### src/rtl/bridge_bus_arbiter_if.sv
// Bus bundle between the two masters, the arbiter and the device bridge.
// The slave modport is the arbiter's view; the master modport is the requesters' and bridge's view.
interface bridge_bus_arbiter_if #(
  parameter int unsigned ADDR_W = 32
);
  localparam int unsigned DATA_W = 32;

  logic              m0_req;
  logic [ADDR_W-1:0] m0_addr;
  logic [DATA_W-1:0] m0_wdata;
  logic              m0_we;
  logic              m0_done;
  logic              m0_err;
  logic [DATA_W-1:0] m0_rdata;

  logic              m1_req;
  logic [ADDR_W-1:0] m1_addr;
  logic [DATA_W-1:0] m1_wdata;
  logic              m1_we;
  logic              m1_done;
  logic              m1_err;
  logic [DATA_W-1:0] m1_rdata;

  logic [ADDR_W-1:0] dev_addr;
  logic [DATA_W-1:0] dev_wdata;
  logic              dev_we;
  logic [DATA_W-1:0] dev_rdata;
  logic              busy;

  modport slave (
    input  m0_req, m0_addr, m0_wdata, m0_we,
    input  m1_req, m1_addr, m1_wdata, m1_we,
    input  dev_rdata,
    output m0_done, m0_err, m0_rdata,
    output m1_done, m1_err, m1_rdata,
    output dev_addr, dev_wdata, dev_we, busy
  );

  modport master (
    output m0_req, m0_addr, m0_wdata, m0_we,
    output m1_req, m1_addr, m1_wdata, m1_we,
    output dev_rdata,
    input  m0_done, m0_err, m0_rdata,
    input  m1_done, m1_err, m1_rdata,
    input  dev_addr, dev_wdata, dev_we, busy
  );
endinterface

### src/rtl/bridge_bus_arbiter.sv
// Round-robin two-master arbiter for the timer device bus: one single-word
// transaction at a time, held for ACCESS_CYCLES, with address filtering and done/err/rdata return.
module bridge_bus_arbiter #(
  parameter int unsigned ACCESS_CYCLES = 1,
  parameter int unsigned ADDR_W        = 32
) (
  input  logic                 clk,
  input  logic                 reset,
  bridge_bus_arbiter_if.slave  bus
);
  localparam int unsigned DATA_W = 32;
  localparam int unsigned CNT_W  = 4;
  localparam logic [CNT_W-1:0] LAST_CNT = CNT_W'(ACCESS_CYCLES - 1);

  typedef enum logic [1:0] {IDLE, ACCESS, RESP} state_t;

  state_t            state;
  logic [CNT_W-1:0]  cnt;
  logic              last_grant;
  logic              gid;
  logic              we_lat;
  logic              err_lat;

  logic              req_any_c;
  logic              grant1_c;
  logic [ADDR_W-1:0] sel_addr_c;
  logic [DATA_W-1:0] sel_wdata_c;
  logic              sel_we_c;
  logic              sel_err_c;
  logic [DATA_W-1:0] rdata_c;

  // Only word-aligned addresses inside Timer0 or Timer1 reach the device.
  function automatic logic addr_ok(input logic [ADDR_W-1:0] a);
    logic in_t0;
    logic in_t1;
    in_t0 = (a >= ADDR_W'(32'h0000_7f00)) && (a <= ADDR_W'(32'h0000_7f0b));
    in_t1 = (a >= ADDR_W'(32'h0000_7f10)) && (a <= ADDR_W'(32'h0000_7f1b));
    return (a[1:0] == 2'b00) && (in_t0 || in_t1);
  endfunction

  // Grant selection: a tie goes to the master that was not granted last.
  always_comb begin
    req_any_c   = bus.m0_req | bus.m1_req;
    grant1_c    = bus.m1_req & (~bus.m0_req | ~last_grant);
    sel_addr_c  = grant1_c ? bus.m1_addr  : bus.m0_addr;
    sel_wdata_c = grant1_c ? bus.m1_wdata : bus.m0_wdata;
    sel_we_c    = grant1_c ? bus.m1_we    : bus.m0_we;
    sel_err_c   = ~addr_ok(sel_addr_c);
    rdata_c     = (err_lat | we_lat) ? '0 : bus.dev_rdata;
  end

  always_ff @(posedge clk) begin
    if (reset) begin
      state         <= IDLE;
      cnt           <= '0;
      last_grant    <= 1'b1;
      gid           <= 1'b0;
      we_lat        <= 1'b0;
      err_lat       <= 1'b0;
      bus.m0_done   <= 1'b0;
      bus.m0_err    <= 1'b0;
      bus.m0_rdata  <= '0;
      bus.m1_done   <= 1'b0;
      bus.m1_err    <= 1'b0;
      bus.m1_rdata  <= '0;
      bus.dev_addr  <= '0;
      bus.dev_wdata <= '0;
      bus.dev_we    <= 1'b0;
      bus.busy      <= 1'b0;
    end else begin
      bus.m0_done <= 1'b0;
      bus.m1_done <= 1'b0;
      bus.dev_we  <= 1'b0;
      case (state)
        IDLE: begin
          if (req_any_c) begin
            gid           <= grant1_c;
            last_grant    <= grant1_c;
            bus.dev_addr  <= sel_addr_c;
            bus.dev_wdata <= sel_wdata_c;
            we_lat        <= sel_we_c;
            err_lat       <= sel_err_c;
            // The single write strobe lines up with the first access cycle.
            bus.dev_we    <= sel_we_c & ~sel_err_c;
            cnt           <= '0;
            bus.busy      <= 1'b1;
            state         <= ACCESS;
          end
        end
        ACCESS: begin
          cnt <= cnt + CNT_W'(1);
          if (cnt == LAST_CNT) begin
            state <= RESP;
            if (gid) begin
              bus.m1_done  <= 1'b1;
              bus.m1_err   <= err_lat;
              bus.m1_rdata <= rdata_c;
            end else begin
              bus.m0_done  <= 1'b1;
              bus.m0_err   <= err_lat;
              bus.m0_rdata <= rdata_c;
            end
          end
        end
        RESP: begin
          bus.busy <= 1'b0;
          state    <= IDLE;
        end
        default: begin
          bus.busy <= 1'b0;
          state    <= IDLE;
        end
      endcase
    end
  end
endmodule

### src/flat_wrapper.sv
// flat-port wrapper written by rule: the top's interface ports become plain ports
module bridge_bus_arbiter_flat 
#(
  parameter int unsigned ACCESS_CYCLES = 1,
  parameter int unsigned ADDR_W        = 32
)
  (clk, reset, bus_m0_req, bus_m0_addr, bus_m0_wdata, bus_m0_we, bus_m1_req, bus_m1_addr, bus_m1_wdata, bus_m1_we, bus_dev_rdata, bus_m0_done, bus_m0_err, bus_m0_rdata, bus_m1_done, bus_m1_err, bus_m1_rdata, bus_dev_addr, bus_dev_wdata, bus_dev_we, bus_busy);
  bridge_bus_arbiter_if #(.ADDR_W(ADDR_W)) bus_i ();
  input  logic clk;
  input  logic reset;
  input wire logic [$bits(bus_i.m0_req)-1:0] bus_m0_req;
  input wire logic [$bits(bus_i.m0_addr)-1:0] bus_m0_addr;
  input wire logic [$bits(bus_i.m0_wdata)-1:0] bus_m0_wdata;
  input wire logic [$bits(bus_i.m0_we)-1:0] bus_m0_we;
  input wire logic [$bits(bus_i.m1_req)-1:0] bus_m1_req;
  input wire logic [$bits(bus_i.m1_addr)-1:0] bus_m1_addr;
  input wire logic [$bits(bus_i.m1_wdata)-1:0] bus_m1_wdata;
  input wire logic [$bits(bus_i.m1_we)-1:0] bus_m1_we;
  input wire logic [$bits(bus_i.dev_rdata)-1:0] bus_dev_rdata;
  output wire logic [$bits(bus_i.m0_done)-1:0] bus_m0_done;
  output wire logic [$bits(bus_i.m0_err)-1:0] bus_m0_err;
  output wire logic [$bits(bus_i.m0_rdata)-1:0] bus_m0_rdata;
  output wire logic [$bits(bus_i.m1_done)-1:0] bus_m1_done;
  output wire logic [$bits(bus_i.m1_err)-1:0] bus_m1_err;
  output wire logic [$bits(bus_i.m1_rdata)-1:0] bus_m1_rdata;
  output wire logic [$bits(bus_i.dev_addr)-1:0] bus_dev_addr;
  output wire logic [$bits(bus_i.dev_wdata)-1:0] bus_dev_wdata;
  output wire logic [$bits(bus_i.dev_we)-1:0] bus_dev_we;
  output wire logic [$bits(bus_i.busy)-1:0] bus_busy;
  assign bus_i.m0_req = bus_m0_req;
  assign bus_i.m0_addr = bus_m0_addr;
  assign bus_i.m0_wdata = bus_m0_wdata;
  assign bus_i.m0_we = bus_m0_we;
  assign bus_i.m1_req = bus_m1_req;
  assign bus_i.m1_addr = bus_m1_addr;
  assign bus_i.m1_wdata = bus_m1_wdata;
  assign bus_i.m1_we = bus_m1_we;
  assign bus_i.dev_rdata = bus_dev_rdata;
  assign bus_m0_done = bus_i.m0_done;
  assign bus_m0_err = bus_i.m0_err;
  assign bus_m0_rdata = bus_i.m0_rdata;
  assign bus_m1_done = bus_i.m1_done;
  assign bus_m1_err = bus_i.m1_err;
  assign bus_m1_rdata = bus_i.m1_rdata;
  assign bus_dev_addr = bus_i.dev_addr;
  assign bus_dev_wdata = bus_i.dev_wdata;
  assign bus_dev_we = bus_i.dev_we;
  assign bus_busy = bus_i.busy;
  bridge_bus_arbiter #(.ACCESS_CYCLES(ACCESS_CYCLES), .ADDR_W(ADDR_W)) u_core (.clk(clk), .reset(reset), .bus(bus_i));
endmodule
### config.mk
export PLATFORM = sky130hd
export DESIGN_NAME = bridge_bus_arbiter_flat
export DESIGN_NICKNAME = d
export VERILOG_FILES = /design/src/rtl/bridge_bus_arbiter_if.sv /design/src/rtl/bridge_bus_arbiter.sv /design/src/flat_wrapper.sv
export SDC_FILE = /design/constraint.sdc
export NUM_CORES = 1
export LEC_CHECK = 0
export CAP_MARGIN = 20
export CORE_UTILIZATION = 40
export DETAILED_ROUTE_END_ITERATION = 10
export PLACE_DENSITY = 0.91
export SYNTH_ARGS = -nofsm -noshare
export SYNTH_HDL_FRONTEND = slang
export SYNTH_SLANG_ARGS = --single-unit
### constraint.sdc
create_clock -name clk -period 2.5 [get_ports clk]
set_clock_uncertainty 0.05 [all_clocks]
set_input_delay 0.625 -clock clk [delete_from_list [all_inputs] [get_ports clk]]
set_output_delay 0.625 -clock clk [all_outputs]
set_load 0.05 [all_outputs]
==> results of run 1 <==
-- final cells by class --
type / instances / share of cell area
clock buffers: 20 / 0.0467
multi-input cells: 471 / 0.286
inverters: 2 / 0.000768
repair buffers: 318 / 0.333
well taps: 184 / 0.0236
diodes: 2 / 0.000512
flip-flops and latches: 144 / 0.295
clock inverters: 10 / 0.0140
-- state kept, by name, indices dropped and copies added, names as in the netlist, 2 cells and up --
signal and flops:
u_core.cnt 4, u_core.bus.dev_addr 32, u_core.bus.m1_rdata 32, u_core.bus.dev_wdata 32, u_core.state 2, u_core.bus.m0_rdata 32
-- placed cells by master (no fill, tap or decap), types with 12 or more instances in the layout --
master / Yosys / final
a211oi_1: 66 / 66
a21oi_1: 73 / 73
buf_4: 5 / 12
clkbuf_16: 0 / 17
clkdlybuf4s50_1: 0 / 296
dfxtp_1: 144 / 144
mux2i_1: 65 / 65
nand2_1: 81 / 81
nand3_1: 68 / 68
nor2_1: 76 / 75
-- stage by stage --
| step | utilization | worst slack [ns] |
|---|---|---|
| after floorplan | - | 0.623 |
| after global placement | 0.631 | 0.133 |
| after detailed placement | 0.631 | 0.0733 |
| after CTS | 0.672 | 0.201 |
| after global routing | 0.672 | 0.163 |
| final | 0.672 | 0.233 |
-- cells by family after synthesis --
group	after synthesis	share of synthesized area
AOI/OAI and AO/OA	145	0.153
xor gates and xnor gates	1	0.00147
and+or+nand+nor	258	0.197
muxes	65	0.109
buffers and inverters	61	0.0497
DFF	144	0.485
adders and majority gates	2	0.00421
-- power by group --
group | switching, mW | total [mW] | internal, mW | leakage, nW
registers | 0.110 | 2.59 | 2.48 | 1.18
logic | 1.21 | 2.01 | 0.801 | 2.05
clock network | 0.949 | 2.56 | 1.61 | 0.284
total | 2.27 | 7.17 | 4.89 | 3.52
-- worst min-delay path by stage --
stage	slack (ns)	end	start
2_1_floorplan	0.39	u_core.last_grant$_SDFFE_PP1P_	u_core.last_grant$_SDFFE_PP1P_
3_3_place_gp	0.39	u_core.bus.m0_rdata[27]$_SDFFE_PP0P_	u_core.bus.m0_rdata[27]$_SDFFE_PP0P_
3_5_place_dp	0.40	u_core.bus.m0_rdata[9]$_SDFFE_PP0P_	u_core.bus.m0_rdata[9]$_SDFFE_PP0P_
4_1_cts	0.40	u_core.bus.dev_wdata[18]$_SDFFE_PP0P_	reset
5_1_grt	0.40	u_core.bus.dev_wdata[18]$_SDFFE_PP0P_	reset
6_report	0.40	u_core.bus.m1_rdata[31]$_SDFFE_PP0P_	u_core.bus.m1_rdata[31]$_SDFFE_PP0P_
-- per-layer routing --
layer,wire [um],up-vias,part of all wire,global-route usage
met4,597,0,0.031,0.121
met3,1900,36,0.097,0.0893
met2,9680,275,0.49,0.440
met1,7380,2825,0.38,0.266
met5,0,-,0,0
li1,-,2973,-,-
==> reports/summary.txt, run 1 <==
result of the run: completed
Wirelength per Cell: 17.0 um
crit path capture type: output port
grt total ovfl: 0
Worst Setup EP: bus_m1_rdata[21]
Yosys top cell area share: 0.485
ys async rst share: 0
largest net degree at the start of global routing: 75
fill cell total of the finished layout: 1,079
worst hold path class: flip-flop to flip-flop
clock edge transition at the registers on the reported setup and hold paths: 0.06 ns
number of cells after detailed placement: 1,119
worst path bufs/invs: 1
horizontal die dimension: 124 um
number of clock sinks: 144
Static Leakage: 3.52 nW
buffer type at the clock tree root: clkbuf_16
initial antenna violation count: 2
num ports: 300
number of vias per cell after detailed routing: 5.31
Synth Flop Type: dfxtp_1
Num CTS Buffers: 17
worst-path fanout max: 2
CP arrival: 1.59 ns
smallest hold slack: 0.400 ns
hpwl dp: 14,300 um
Reg area: 0.00288 mm2
number of gates resized after CTS: 0
critical path required time: 1.82 ns
Slew HR: 0.575
worst-skew pair later-pin latency: 0.41 ns
top-count cell post-synth: dfxtp_1
sequential-to-total area share from yosys stat: 0.485
crit-path cells: clkdlybuf4s50_1
initial standard-cell utilization of the core: 0.409
hold-fix buffers at CTS: 0
height of the die: 124 um
clock tree from TritonCTS: yes
number of distinct library cell variants in the gate-level netlist after synthesis: 37
Hold Fails Final Rpt: 0
register-to-register setup slack: 0.48 ns
worst reg2reg path startpoint: u_core.cnt[0]$_SDFFE_PP0P_
multi-input gate area in the final layout: 0.00280 mm2
final estimated routing congestion in global placement: 0.824
synthesized netlist net count: 844
Post-Layout Cell Count: 1,151
number of global-route vias before repair: 5,809
# port buffers: 299
transition time of the tightest slew-check pin: 0.638 ns
cells on worst reg2reg path: 7
commonest cells in the netlist: dfxtp_1, nand2_1, nor2_1, a21oi_1, nand3_1
type of the setup path with the least slack: flip-flop to output port
Area after DPL: 0.00917 mm2
FP Rows: 44
largest cells by area after synthesis: dfxtp_1, mux2i_1, a211oi_1
combined global-route utilization of all metal layers: 0.251
sum of routed wire length over all layers: 19,600 um
via count: 6,109
fin area: 0.00977 mm2
number of max-slew violations in the final report: 0
number of nets at the end of the flow: 1,122
largest voltage drop on the vdd net: 0.504 mV
number of enable-type register cells in the synthesized netlist: 0
max frequency: 441 MHz
warnings from Yosys: 0
Max Buffers Root-to-Sink: 2
share of the cycle needed by the critical path after routing: 0.907
startpoint type of the worst setup path: flip-flop
start point of the critical path: u_core.bus.m1_rdata[21]$_SDFFE_PP0P_
max_cap viols: 0
average footprint of a synthesized cell: 8.79 um2
share of final-layout standard cells stronger than drive strength 1: 0.0570
# Post-CTS Setup Buffers: 0
global-route wire length before repair: 29,200 um
area delta synth->final: 64.3%
cell type contributing the most total cell area after synthesis: dfxtp_1
P per Cell Area: 734 mW/mm2
delay of the slowest cell on the worst path: 0.83 ns
endpoint of the worst register-to-register path: u_core.bus.m0_rdata[18]$_SDFFE_PP0P_
DRC errors left: 0
total negative slack: 0 ns
area of the die: 0.0154 mm2
synthesis-stage register bit count: 144
number of cells produced by synthesis: 676
Largest delay share family, worst path: buffers and inverters
count of H-tree levels built during CTS: 4
number of search-and-repair iterations in the first detailed-routing pass: 5
remaining antenna violation count after routing: 0
Worst Hold Path Cells: 2
Final Setup Violations: 0
post-synthesis instance area: 0.00594 mm2
total core area: 0.0145 mm2
clock period minus worst slack: 2.27 ns
slowest stage cell on the critical path: clkdlybuf4s50_1
total power after layout: 7.17 mW
number of cells on the critical path: 1
RSZ-0062 raised after global routing: no
initial DRC count: 334
No activity file was read; power rests on OpenSTA's default activity.
==> inputs of run 2 (changes only) <==
--- a/config.mk
+++ b/config.mk
@@ -7,7 +7,9 @@
 export LEC_CHECK = 0
 export CAP_MARGIN = 20
 export CORE_UTILIZATION = 40
+export CTS_CLUSTER_DIAMETER = 30
 export DETAILED_ROUTE_END_ITERATION = 10
+export HOLD_SLACK_MARGIN = 0.1
 export PLACE_DENSITY = 0.91
 export SYNTH_ARGS = -nofsm -noshare
 export SYNTH_HDL_FRONTEND = slang
==> results of run 2 <==
Same layout as run 1: the final DEF is identical, and so are final timing and power.
